`config.mk`:
```
export PLATFORM = sky130hd
export DESIGN_NAME = if_id_hazard_ctrl
export DESIGN_NICKNAME = d
export VERILOG_FILES = /design/src/rtl/if_id_hazard_ctrl.sv
export SDC_FILE = /design/constraint.sdc
export NUM_CORES = 1
export LEC_CHECK = 0
export ABC_CLOCK_PERIOD_IN_PS = 1750
export CORE_MARGIN = 2
export CORE_UTILIZATION = 49
export CTS_BUF_LIST = sky130_fd_sc_hd__clkbuf_8 sky130_fd_sc_hd__clkbuf_16
export CTS_CLUSTER_SIZE = 28
export DETAILED_ROUTE_END_ITERATION = 6
export PLACE_DENSITY = 0.77
export SLEW_MARGIN = 25
export SYNTH_ARGS = -nofsm -noshare
export SYNTH_HDL_FRONTEND = slang
export SYNTH_SLANG_ARGS = --single-unit
```
`constraint.sdc`:
```
create_clock -name clk -period 1.75 [get_ports clk]
set_input_delay 0.2625 -clock clk [delete_from_list [all_inputs] [get_ports clk]]
set_output_delay 0.2625 -clock clk [all_outputs]
set_load 0.005 [all_outputs]
```
`src/rtl/if_id_hazard_ctrl.sv`:
```
// IF/ID stall/flush sequencer for the 2-way in-order core: mispredict > mul/div busy > load-use.
// Optional HAZ_PERF_CNT_EN adds saturating stall/flush/md-wait performance counters.
module if_id_hazard_ctrl #(
    parameter int unsigned LU_STALL_CYC = 1,
    parameter int unsigned RECOVER_CYC  = 1,
    parameter int unsigned MD_TIMEOUT   = 64
) (
    input  logic        clk,
    input  logic        Reset,
    input  logic        mispredict_EX,
    input  logic        load_use_w0,
    input  logic        load_use_w1,
    input  logic        md_start,
    input  logic        md_done,
    output logic        IF_ID_write,
    output logic        Flush,
    output logic        PC_write,
    output logic        ID_EX_bubble,
    output logic        EX_hold,
    output logic [1:0]  ctrl_state,
    output logic        md_timeout
`ifdef HAZ_PERF_CNT_EN
    ,
    output logic [31:0] perf_stall_cnt,
    output logic [31:0] perf_flush_cnt,
    output logic [31:0] perf_md_cnt
`endif
);

    typedef enum logic [1:0] {
        RUN      = 2'd0,
        LU_STALL = 2'd1,
        MD_WAIT  = 2'd2,
        RECOVER  = 2'd3
    } state_e;

    // The first load-use cycle is spent in RUN, hence the -2 preload.
    localparam logic [2:0] LU_INIT  = (LU_STALL_CYC > 1) ? 3'(LU_STALL_CYC - 2) : 3'd0;
    localparam logic [2:0] REC_INIT = (RECOVER_CYC > 0) ? 3'(RECOVER_CYC - 1) : 3'd0;
    localparam logic [7:0] MD_LAST  = 8'(MD_TIMEOUT - 1);
    localparam bit         LU_MULTI = (LU_STALL_CYC > 1);
    localparam bit         REC_EN   = (RECOVER_CYC > 0);

    state_e     state_q, state_d;
    logic [2:0] cnt_q, cnt_d;
    logic [7:0] md_cnt_q, md_cnt_d;
    logic       timeout_q, timeout_d;

    logic       lu_any;
    logic       stall_cyc;
    logic       flush_cyc;
    logic       md_cyc;

    assign lu_any = load_use_w0 | load_use_w1;

    always_ff @(posedge clk) begin
        if (Reset) begin
            state_q   <= RUN;
            cnt_q     <= 3'd0;
            md_cnt_q  <= 8'd0;
            timeout_q <= 1'b0;
        end else begin
            state_q   <= state_d;
            cnt_q     <= cnt_d;
            md_cnt_q  <= md_cnt_d;
            timeout_q <= timeout_d;
        end
    end

    always_comb begin
        state_d      = state_q;
        cnt_d        = cnt_q;
        md_cnt_d     = md_cnt_q;
        timeout_d    = timeout_q;
        IF_ID_write  = 1'b1;
        PC_write     = 1'b1;
        Flush        = 1'b0;
        ID_EX_bubble = 1'b0;
        EX_hold      = 1'b0;
        stall_cyc    = 1'b0;
        flush_cyc    = 1'b0;
        md_cyc       = (state_q == MD_WAIT);

        if (mispredict_EX) begin
            IF_ID_write  = 1'b0;
            Flush        = 1'b1;
            ID_EX_bubble = 1'b1;
            flush_cyc    = 1'b1;
            md_cnt_d     = 8'd0;
            if (REC_EN) begin
                state_d = RECOVER;
                cnt_d   = REC_INIT;
            end else begin
                state_d = RUN;
                cnt_d   = 3'd0;
            end
        end else begin
            unique case (state_q)
                RUN: begin
                    if (md_start && !md_done) begin
                        state_d  = MD_WAIT;
                        md_cnt_d = 8'd0;
                    end else if (lu_any) begin
                        IF_ID_write  = 1'b0;
                        PC_write     = 1'b0;
                        ID_EX_bubble = 1'b1;
                        stall_cyc    = 1'b1;
                        if (LU_MULTI) begin
                            state_d = LU_STALL;
                            cnt_d   = LU_INIT;
                        end
                    end
                end
                LU_STALL: begin
                    IF_ID_write  = 1'b0;
                    PC_write     = 1'b0;
                    ID_EX_bubble = 1'b1;
                    stall_cyc    = 1'b1;
                    if (cnt_q == 3'd0) begin
                        state_d = RUN;
                    end else begin
                        cnt_d = cnt_q - 3'd1;
                    end
                end
                MD_WAIT: begin
                    if (md_done) begin
                        state_d  = RUN;
                        md_cnt_d = 8'd0;
                    end else begin
                        IF_ID_write = 1'b0;
                        PC_write    = 1'b0;
                        EX_hold     = 1'b1;
                        md_cnt_d    = md_cnt_q + 8'd1;
                        if (md_cnt_q == MD_LAST) begin
                            timeout_d = 1'b1;
                            state_d   = RUN;
                            md_cnt_d  = 8'd0;
                        end
                    end
                end
                RECOVER: begin
                    IF_ID_write  = 1'b0;
                    Flush        = 1'b1;
                    ID_EX_bubble = 1'b1;
                    flush_cyc    = 1'b1;
                    if (cnt_q == 3'd0) begin
                        state_d = RUN;
                    end else begin
                        cnt_d = cnt_q - 3'd1;
                    end
                end
                default: begin
                    state_d = RUN;
                    cnt_d   = 3'd0;
                end
            endcase
        end

        // Reset forces a safe pipeline: flushed IF/ID, frozen PC.
        if (Reset) begin
            IF_ID_write  = 1'b0;
            PC_write     = 1'b0;
            Flush        = 1'b1;
            ID_EX_bubble = 1'b1;
            EX_hold      = 1'b0;
        end
    end

    assign ctrl_state = Reset ? RUN : state_q;
    assign md_timeout = timeout_q;

`ifdef HAZ_PERF_CNT_EN
    logic [31:0] perf_stall_q, perf_flush_q, perf_md_q;

    always_ff @(posedge clk) begin
        if (Reset) begin
            perf_stall_q <= 32'd0;
            perf_flush_q <= 32'd0;
            perf_md_q    <= 32'd0;
        end else begin
            if (stall_cyc && (perf_stall_q != 32'hFFFF_FFFF)) perf_stall_q <= perf_stall_q + 32'd1;
            if (flush_cyc && (perf_flush_q != 32'hFFFF_FFFF)) perf_flush_q <= perf_flush_q + 32'd1;
            if (md_cyc && (perf_md_q != 32'hFFFF_FFFF))       perf_md_q    <= perf_md_q + 32'd1;
        end
    end

    assign perf_stall_cnt = perf_stall_q;
    assign perf_flush_cnt = perf_flush_q;
    assign perf_md_cnt    = perf_md_q;
`else
    logic unused_perf;
    assign unused_perf = stall_cyc ^ flush_cyc ^ md_cyc;
`endif

endmodule

```
# After elaboration in Yosys (flattened, before gate mapping)
# Cells that the tools add are included.
# totals
out_inout_bits	8
inputBits	7
wordCells	61
reg_bits	14
# classes
eq_ne	8
n_reduce_logical	11
add_sub_neg	2
bitwise	4
n_mux	32
# op_table
op	n
8-bit two-way mux	3
1-bit two-way mux	18
8-bit case mux with 2 select lines	1
2-bit two-way mux	6
8-bit by 1-bit adder with 8-bit output, second input constant	1
8-bit by 6-bit equality test with 1-bit output, second input constant	1
1-bit case mux with 3 select lines	2
2-bit case mux with 3 select lines	1
2-bit equality test, second input constant	2
4-bit by 3-bit inequality test with 1-bit output, second input constant	1
2-bit AND reduction	2
4-bit AND reduction	1
2-bit OR reduction	2
3-bit zero test	1
3-bit by 1-bit inequality test with 1-bit output, second input constant	1
3-bit inequality test, second input constant	1
1-bit NOT	3
3-bit AND reduction	1
3-bit by 1-bit subtractor with 3-bit output, second input constant	1
2-bit by 1-bit equality test with 1-bit output, second input constant	1
2-bit zero test	1
2-bit inequality test, second input constant	1
1-bit case mux with 2 select lines	1
2-bit nonzero test	1
other kinds (3)	3

# Longest topological paths before layout
# Gate-level depths: netlist of the first run.
# logic_depth
ltp_word	6
mapped_depth	6
ltp_nobuf	6

# Least setup slack after synthesis of the first run
# Ideal clock, no wire load.
# synth_path
kind	reg2reg
from	reg cnt_q[0]
to	reg cnt_q[1]
setup_time_ns	0.114
t_required_ns	1.636
path_buffers	0
arrival_time_ns	1.350
slack_ns	0.286
stages_incl_launch_ff	7
period_less_slack_ns	1.464
path_cell_list	dfxtp_1 -> inv_1 -> ha_1 -> ha_1 -> and2b_1 -> nor2_1 -> a2111oi_0
# synth_between
elab_chain_cells	3
elab_cells_between_ends	4
cone_classes	add/sub (1); bitwise (1); reduce/logical (2)
# synth_rtl
element	line	source
start: declaration	45	logic [2:0] cnt_q, cnt_d;
start signal: assignment	64	cnt_q <= cnt_d;
branches (longest 3 deep; another with 3-bit by 1-bit subtractor with 3-bit output)	-	
# Parallel ways; which one is timed is not known.
# A chain may end at the register's enable or synchronous reset.

# Final worst setup path of the first run
# layout_path
from	in load_use_w0
to	out ID_EX_bubble
# layout_between
elab_chain_cells	6
# layout_rtl
element	line	source
start: declaration	11	input logic load_use_w0,
1-bit OR	54	assign lu_any = load_use_w0 | load_use_w1;
1-bit two-way mux	103	end else if (lu_any) begin
1-bit two-way mux	-	
1-bit case mux with 2 select lines	98	unique case (state_q)
1-bit two-way mux	84	if (mispredict_EX) begin
1-bit two-way mux	160	if (Reset) begin
end: declaration	18	output logic ID_EX_bubble,
# No other way between the ends.

==> results of run 1 <==
## how the worst min path moves through the flow
| stage | start | endpoint | slack (ps) | cells past startpoint |
|---|---|---|---|---|
| floorplan | Reset | cnt_q[1] | 350 | 1 |
| global placement | md_timeout | md_timeout | 470 | 2 |
| detailed placement | md_timeout | md_timeout | 480 | 2 |
| CTS | md_timeout | md_timeout | 500 | 2 |
| global route | mispredict_EX | cnt_q[0] | 410 | 3 |
| finish | mispredict_EX | cnt_q[1] | 390 | 3 |
## worst reg2reg max path: cells and delay by family (launching register included)
kind	cells	cell delay [ps]
compound gates	1	350
fa+ha+maj	2	390
flops	1	340
buf+inv	1	50
simple gates	2	370
## power groups by stage
stage	combinational [W]	sequential [W]	clock [W]
CTS	0.000136	0.000331	0.000263
global placement	0.000127	0.000337	0
global route	0.000147	0.000332	0.000279
floorplan	0.0000520	0.000336	0
finish	0.000137	0.000332	0.000260
detailed placement	0.000131	0.000337	0
## cells by family (layout without fill, tap and decap cells)
| group | after synthesis | count (layout) |
|---|---|---|
| buffers and inverters | 9 | 41 |
| AOI/OAI and AO/OA | 18 | 18 |
| DFF | 14 | 14 |
| xor gates and xnor gates | 6 | 6 |
| adders and majority gates | 3 | 3 |
| muxes | 2 | 2 |
| and+or+nand+nor | 38 | 38 |
## cell type report
| type | instances | area (sq um) |
|---|---|---|
| Fill cell | 117 | 375 |
| Tap cell | 16 | 20.0 |
| Inverter | 6 | 22.5 |
| Multi-Input combinational cell | 67 | 484 |
| Timing Repair Buffer | 32 | 260 |
| Sequential cell | 14 | 285 |
| Clock buffer | 3 | 41.3 |
## layer usage
metal | GRT usage, % | vias up | routed length, um
met5 | 0 | - | 0
met4 | 13.9 | 0 | 56
met3 | 5.83 | 10 | 105
met2 | 39.1 | 26 | 936
met1 | 25.7 | 384 | 849
li1 | - | 387 | -
## sequential cells by signal, indices dropped and copies added (netlist names)
| register | flops |
|---|---|
| cnt_q | 3 |
| md_timeout | 1 |
| state_q | 2 |
| md_cnt_q | 8 |
## placed cells by master (no fill, tap or decap), drive strengths merged
cell and instances:
a22oi 1, a211oi 2, or2 1, nor4b 1, xnor2 2, nand2 4, a31oi 2, mux2 1
a2111oi 3, dlygate4sd2 3, a21o 1, a41oi 1, buf 19, nor2 18, nand3 2, and2 1
a21oi 1, inv 6, mux2i 1, nor2b 2, o211ai 2, o2111ai 1, and4 1, dfxtp 14
nand2b 1, and3b 1, nor3 3, clkbuf 5, clkdlybuf4s15 1, and3 1, clkdlybuf4s50 7, o21ai 2
and2b 1, or3 1, ha 3, a32oi 2, xor2 4
## what timing repair did
item	CTS	global route
setup endpoints to repair	7	5
gates resized for setup	20	7
pin swaps	5	0
endpoints found under the hold margin	0	0
## metrics by stage
step / total power [W] / cells / TNS (ps)
global placement: 0.000464 / 135 / -1970
finish: 0.000730 / 138 / 0
detailed placement: 0.000468 / 135 / -2240
floorplan: 0.000388 / 90 / 0
CTS: 0.000730 / 138 / 0
global route: 0.000757 / 138 / -5.03
## cells in the mapped netlist, types with 2 or more instances
cell,n
a2111oi_0,3
a211oi_1,2
a31oi_1,2
dfxtp_1,14
ha_1,3
inv_1,5
nand2_1,4
nand3_1,2
nor2_1,18
nor2b_1,2
nor3_1,3
o211ai_1,2
o21ai_0,2
xnor2_1,2
xor2_1,4
==> metrics list, run 1 <==
- The run finished with clean final reports.
- Critical path arrival: 1450 ps
- In this run the power density over the cells is 655 mW/mm^2.
- Pin count of the biggest net entering global routing: 8
- Top-level port count: 15
- Count of pins over their slew limit: 0
* Most area-consuming cells after synthesis: dfxtp_1, nor2_1, ha_1
- Portion of total power attributed to combinational logic: 18.8%
* Worst-path maximum fanout: 2
* Fraction of registers with async set or reset after synthesis: 0%
- The die is 43.7 um wide.
* Initial antenna violation count: 0
- Total global routing track utilization: 23.1%
- The number of global-route vias before repair is 775.
- VDD IR-drop max: 0.518 mV
- Number of nets in the finished design: 134
- Reg2reg path depth: 6
* Die Ht: 43.7 um
* Maximum level of the CTS H-tree: 1
* Clock sink count: 14
- At the end of routability-driven placement, the weighted congestion stood at 0.768.
- Area growth from synthesis to final layout: 44.5%
* Remaining DRCs: 0
- Number of detailed-route iterations in the first pass: 4
- Among cell families on the critical path, the largest total delay comes from buffers and inverters.
- Share of synthesized cell area in full adder, half adder and majority cells: 4.87%
* Worst-case register-to-register setup slack: 130 ps
- By startpoint and endpoint, the worst setup path is classified as in2out.
- After synthesis the cells add up to 771 sq um.
* Relative max-transition margin: 71.2%
- Critical Path RT: 1490 ps
- STA classifies the critical path endpoint as an output port.
* Final setup violation count: 0
* Share of cells above drive strength 1: 28.7%
* Final cycle utilization of the critical path: 97.7%
* Fraction of power spent switching nets: 24.5%
- Final Hold Violating Endpoints: 0
* Die Outline Area: 0.00191 sq mm
* Post-place instance area: 0.00105 sq mm
- Traced cell by cell, the critical path runs through clkdlybuf4s50_1 > or2_4 > a31oi_4 > nand2_2 > buf_4 > clkdlybuf4s15_1.
* Per-cell via count in the routed design: 5.85
* Antenna viol nets, final: 0
* Reg clk slew, reported paths: 50 ps
- The first global-routing pass estimated 3220 um of wire.
- Internal power component: 0.000551 W
- GRT Residual Overflow: 0
- The worst hold path belongs to the class in2reg.
* TritonCTS clock tree: yes
- The largest single stage delay on the critical path is 400 ps.
* Site Rows: 14
- Timing endpoint of the critical path: ID_EX_bubble
- The repair_antennas step left the layout with diodes totalling 0.
* Area share of and/or/nand/nor cells after synthesis: 25.8%
* Dominant combinational cell family by area after synthesis: simple AND/OR/NAND/NOR gates
- Number of flip-flops and latches in the synthesized netlist: 14
* Actual slew at the worst max-slew pin: 422 ps
* Number of maximum-capacitance violations: 0
- Summed over all nets, the half-perimeter wirelength after detailed placement is 1470 um.
- Worst clock skew: 4.85 ps
- Dividing the synthesized area by the synthesized cell count gives 8.56 sq um.
- Largest buffer count on any clock path: 2
* Number of buffers inserted by post-CTS setup repair: 0
- The number of hold buffers added after CTS was 0.
- WL final: 1950 um
* Final critical-path setup slack: 40.3 ps
- Counting buffers and inverters, the worst setup path is 6 cells deep.
- The portion of synthesized area spent on multiplexers is 2.76%.
- For this run, the number of Yosys warnings is 0.
- Worst reg2reg startpoint: cnt_q[0]
- Top-area cell type share of the netlist area: 36.4%
- Worst hold-check slack: 391 ps
* Critical path startpoint category: primary input
- For this run, the register share of the synthesized area comes to 36.4%.
- Count of mapped cells out of synthesis: 90
- Root Driver: clkbuf_8
- DR vias: 807
- Switching power: 0.000179 W
- Counting flops with a built-in enable in the synthesized netlist gives 0.
* Leading register cell type out of synthesis: dfxtp_1
* Final worst path period need: 1710 ps
- In this run the critical register-to-register path is captured at cnt_q[2].
- Clock latency on the worst-skew pair, taken at its later pin, is 250 ps.
* Number of buffer and inverter instances along the worst setup path: 3
* Start point of the critical path: load_use_w0
* DRT iter0 DRCs: 16
- For this run, the top clock speed supported by timing is 585 MHz.
* Area of the placeable core: 0.00149 sq mm
* I/O Buffers: 14
* Post-synth top area cell: dfxtp_1
- The analysis attributes to cell leakage a power of 0.454 nW.
* Initial Util: 51.8%
- Library cells used by synthesis: 37
- At the placement stage, the worst setup path has a slack of -501 ps.
* Share of power burned in registers: 45.5%
- After routing the design area is 0.00111 sq mm.
- Summing the areas of all compound-gate instances in the mapped netlist gives 18.3% of the synthesized area.
- Final core occ: 74.8%
- In the final routed layout, each cell accounts on average for 14.1 um.
- Net count after synthesis: 100
- Xor-xnor portion of the synthesized cell area: 6.82%
* Clock Power Share: 35.7%
- The largest individual stage delay along the critical path comes from the cell clkdlybuf4s50_1.
- In this run, CTS created clock tree buffers numbering 3.
No activity file was read; power rests on OpenSTA's default activity.
==> run 2: changes to the inputs <==
- ABC_CLOCK_PERIOD_IN_PS: 1750 -> not set
- CORE_UTILIZATION: 49 -> 53
- PLACE_DENSITY: 0.77 -> 0.82
- clock period: 1.75 -> 2.15 ns (I/O delays scaled with it)
==> metrics list, run 2 (synthesis gave the netlist of run 1 again) <==
- In the routed layout, each cell is associated on average with a via count of 5.82.
- The first global-routing pass estimated 3340 um of wire.
- For this block, the via count after detailed routing is 751.
- For this design, the CTS-stage hold fixing added 0 buffers.
* Critical path arrival: 1730 ps
- Met1 demand-to-capacity share in global routing: 28.3%
- Die Width: 42.1 um
* Cell count of the worst hold path: 2
- Clk_lat worst skew: 240 ps
- Among all stages on the critical path, the largest delay is contributed by clkdlybuf4s50_1.
- The signal on the critical path passes through clkdlybuf4s50_1 > or2_4 > a31oi_4 > o21ai_0 > a31oi_1 > dlygate4sd2_1.
* Number of maximum-capacitance violations: 0
- Number of detailed-route iterations in the first pass: 4
* Clock sink count: 14
* Ant. Diodes: 0
* Worst-case register-to-register setup slack: 420 ps
- At the end of the flow, the number of nets in the layout was 125.
- Class of the tightest hold or removal check: reg2reg
- Final worst path period need: 2060 ps
* I/O Buffers: 14
* Remaining DRCs: 0
* Share of cells above drive strength 1: 21.1%
- After clock tree synthesis, the clock-pin slew on the worst setup and hold paths is 50 ps.
- The initial antenna violation count is 0.
- The routed design has 1970 um of wire.
- Worst reg2reg endpoint: cnt_q[2]
- Reported leakage power: 0.417 nW
- Commonest cells after routing, fill and taps aside: nor2_1, dfxtp_1, clkdlybuf4s50_1, buf_4, inv_1
* Top-level port count: 15
- Number of non-filler instances in the completed layout: 129
* Largest regs: md_cnt_q: 8 flops, cnt_q: 3 flops, state_q: 2 flops
- The worst-case IR drop observed on VDD is 0.537 mV.
- Post-Place Setup Slack: -281 ps
- TritonCTS clock tree: yes
- Final hold analysis gives a worst-case slack of 480 ps.
- Count of pins over their slew limit: 0
- Post-DP HPWL: 1430 um
- Leaving out fill and tap cells, the most frequent cell in the layout is nor2_1.
* TNS Setup: 0 ps
* Final Hold Violating Endpoints: 0
- Along the worst path, the maximum fanout reaches 2.
* Max reg flops: 8
- Antenna viol nets, final: 0
- For the worst flop-to-flop path, the logic depth is 6.
- The die is 42.1 um tall.
* Maximum level of the CTS H-tree: 1
- Placed cells: 124
- Final weighted congestion of routability-driven global placement: 0.793
- met2 is the most crowded layer.
- The largest single stage delay on the critical path is 410 ps.
- Global routing used 5.60% of the available met3 tracks.
* Number of global-route vias before repair: 723
* Pin count of the biggest net entering global routing: 13
- Root Driver: clkbuf_8
- Area growth from synthesis to final layout: 38.0%
- Setup violations remaining at the end of the flow were counted as 0.
* Die Outline Area: 0.00178 sq mm
* Critical Path RT: 1830 ps
* Relative max-transition margin: 63.5%
- Kind of cell adding the most delay to the critical path: buffers and inverters
- Worst Setup Path Type: in2out
- TritonCTS Buffers: 3
* Met2 routing resource usage after global routing: 43.8%
* Origin of the worst min-delay path: md_timeout
- Final cycle utilization of the critical path: 95.6%
- Final core occ: 79.7%
* Final-layout fill cell count: 86
* Final critical-path setup slack: 93.9 ps
- Counting flops per register, the top entry is md_cnt_q.
* Initial Util: 57.8%
* Area of the placeable core: 0.00133 sq mm
* DRT iter0 DRCs: 12
- Result of the run: finished, final reports clean
- After detailed routing, the average wire length per cell comes to 15.3 um.
* Worst reg2reg startpoint: cnt_q[0]
* Kind of capture point of the worst setup path: output port
- Number of buffer and inverter instances along the worst setup path: 2
- The clock passes through at most 2 buffers.
- The clock arrives with 2.76 ps of skew.
* Max Clk Rate: 486 MHz
* Total global routing track utilization: 24.3%
* Actual slew at the worst max-slew pin: 547 ps
- Setup repair after global routing left no endpoint under its margin.
- The floorplan has 13 rows.
- The worst hold path terminates at md_timeout.
- GRT Residual Overflow: 0
- Critical path startpoint category: primary input
- Total power density per cell area: 578 mW/mm^2
==> run 2: area by class of cell <==
class                   instances  area [sq um]  share of cell area, %
clock buffers                   4          55.1                   5.18
well taps                      15          18.8                   1.76
repair buffers                 23           201                   18.9
inverters                       6          22.5                   2.12
flip-flops and latches         14           280                   26.4
multi-input cells              67           485                   45.6
==> run 2: power by group <==
part	leakage (nW)	internal, W	total (W)	switching, W
Sequential	0.113	0.000264	0.000274	0.0000106
Combinational	0.275	0.0000485	0.0000913	0.0000428
Clock	0.0288	0.000162	0.000249	0.0000870
==> run 2: layer usage <==
layer  up-vias  routed length [um]
li1        370                   -
met1       353                 791
met2        24                1060
met3         4                  86
met4         0                  29
met5         -                   0
==> run 2: timing repair <==
item / in CTS / in global routing
resized for setup: 9 / 2
buffers inserted: 1 / 0
setup endpoints to repair: 4 / 2
cloned: 0 / 0
pin swaps: 3 / 1
==> run 2: worst max path at each step <==
| stage | from | slack, ps | depth (start not counted) | endpoint |
|---|---|---|---|---|
| after floorplan | cnt_q[0] | 690 | 6 | cnt_q[1] |
| after global placement | load_use_w1 | -130 | 6 | PC_write |
| after detailed placement | load_use_w1 | -280 | 6 | PC_write |
| after CTS | mispredict_EX | 0.4 | 6 | ID_EX_bubble |
| after global routing | load_use_w1 | 40 | 6 | PC_write |
| final | load_use_w1 | 90 | 6 | PC_write |
==> run 2: worst register-to-register path, stage by stage (launching register included) <==
cell       delay, ps
dfxtp_1          350
inv_1             60
ha_1             220
ha_1             210
and2b_1          330
nor2_1            60
a2111oi_0        370
==> run 2: metrics by stage <==
stage | cell area (sq um) | total power, W
floorplan | 771 | 0.000316
global placement | 973 | 0.000358
detailed placement | 973 | 0.000362
CTS | 1060 | 0.000618
global route | 1060 | 0.000639
finish | 1060 | 0.000615
==> run 3: changes to the inputs <==
- CTS_CLUSTER_DIAMETER: not set -> 60
==> results of run 3 <==
No change in the layout: final DEF, timing and power equal those of run 2.
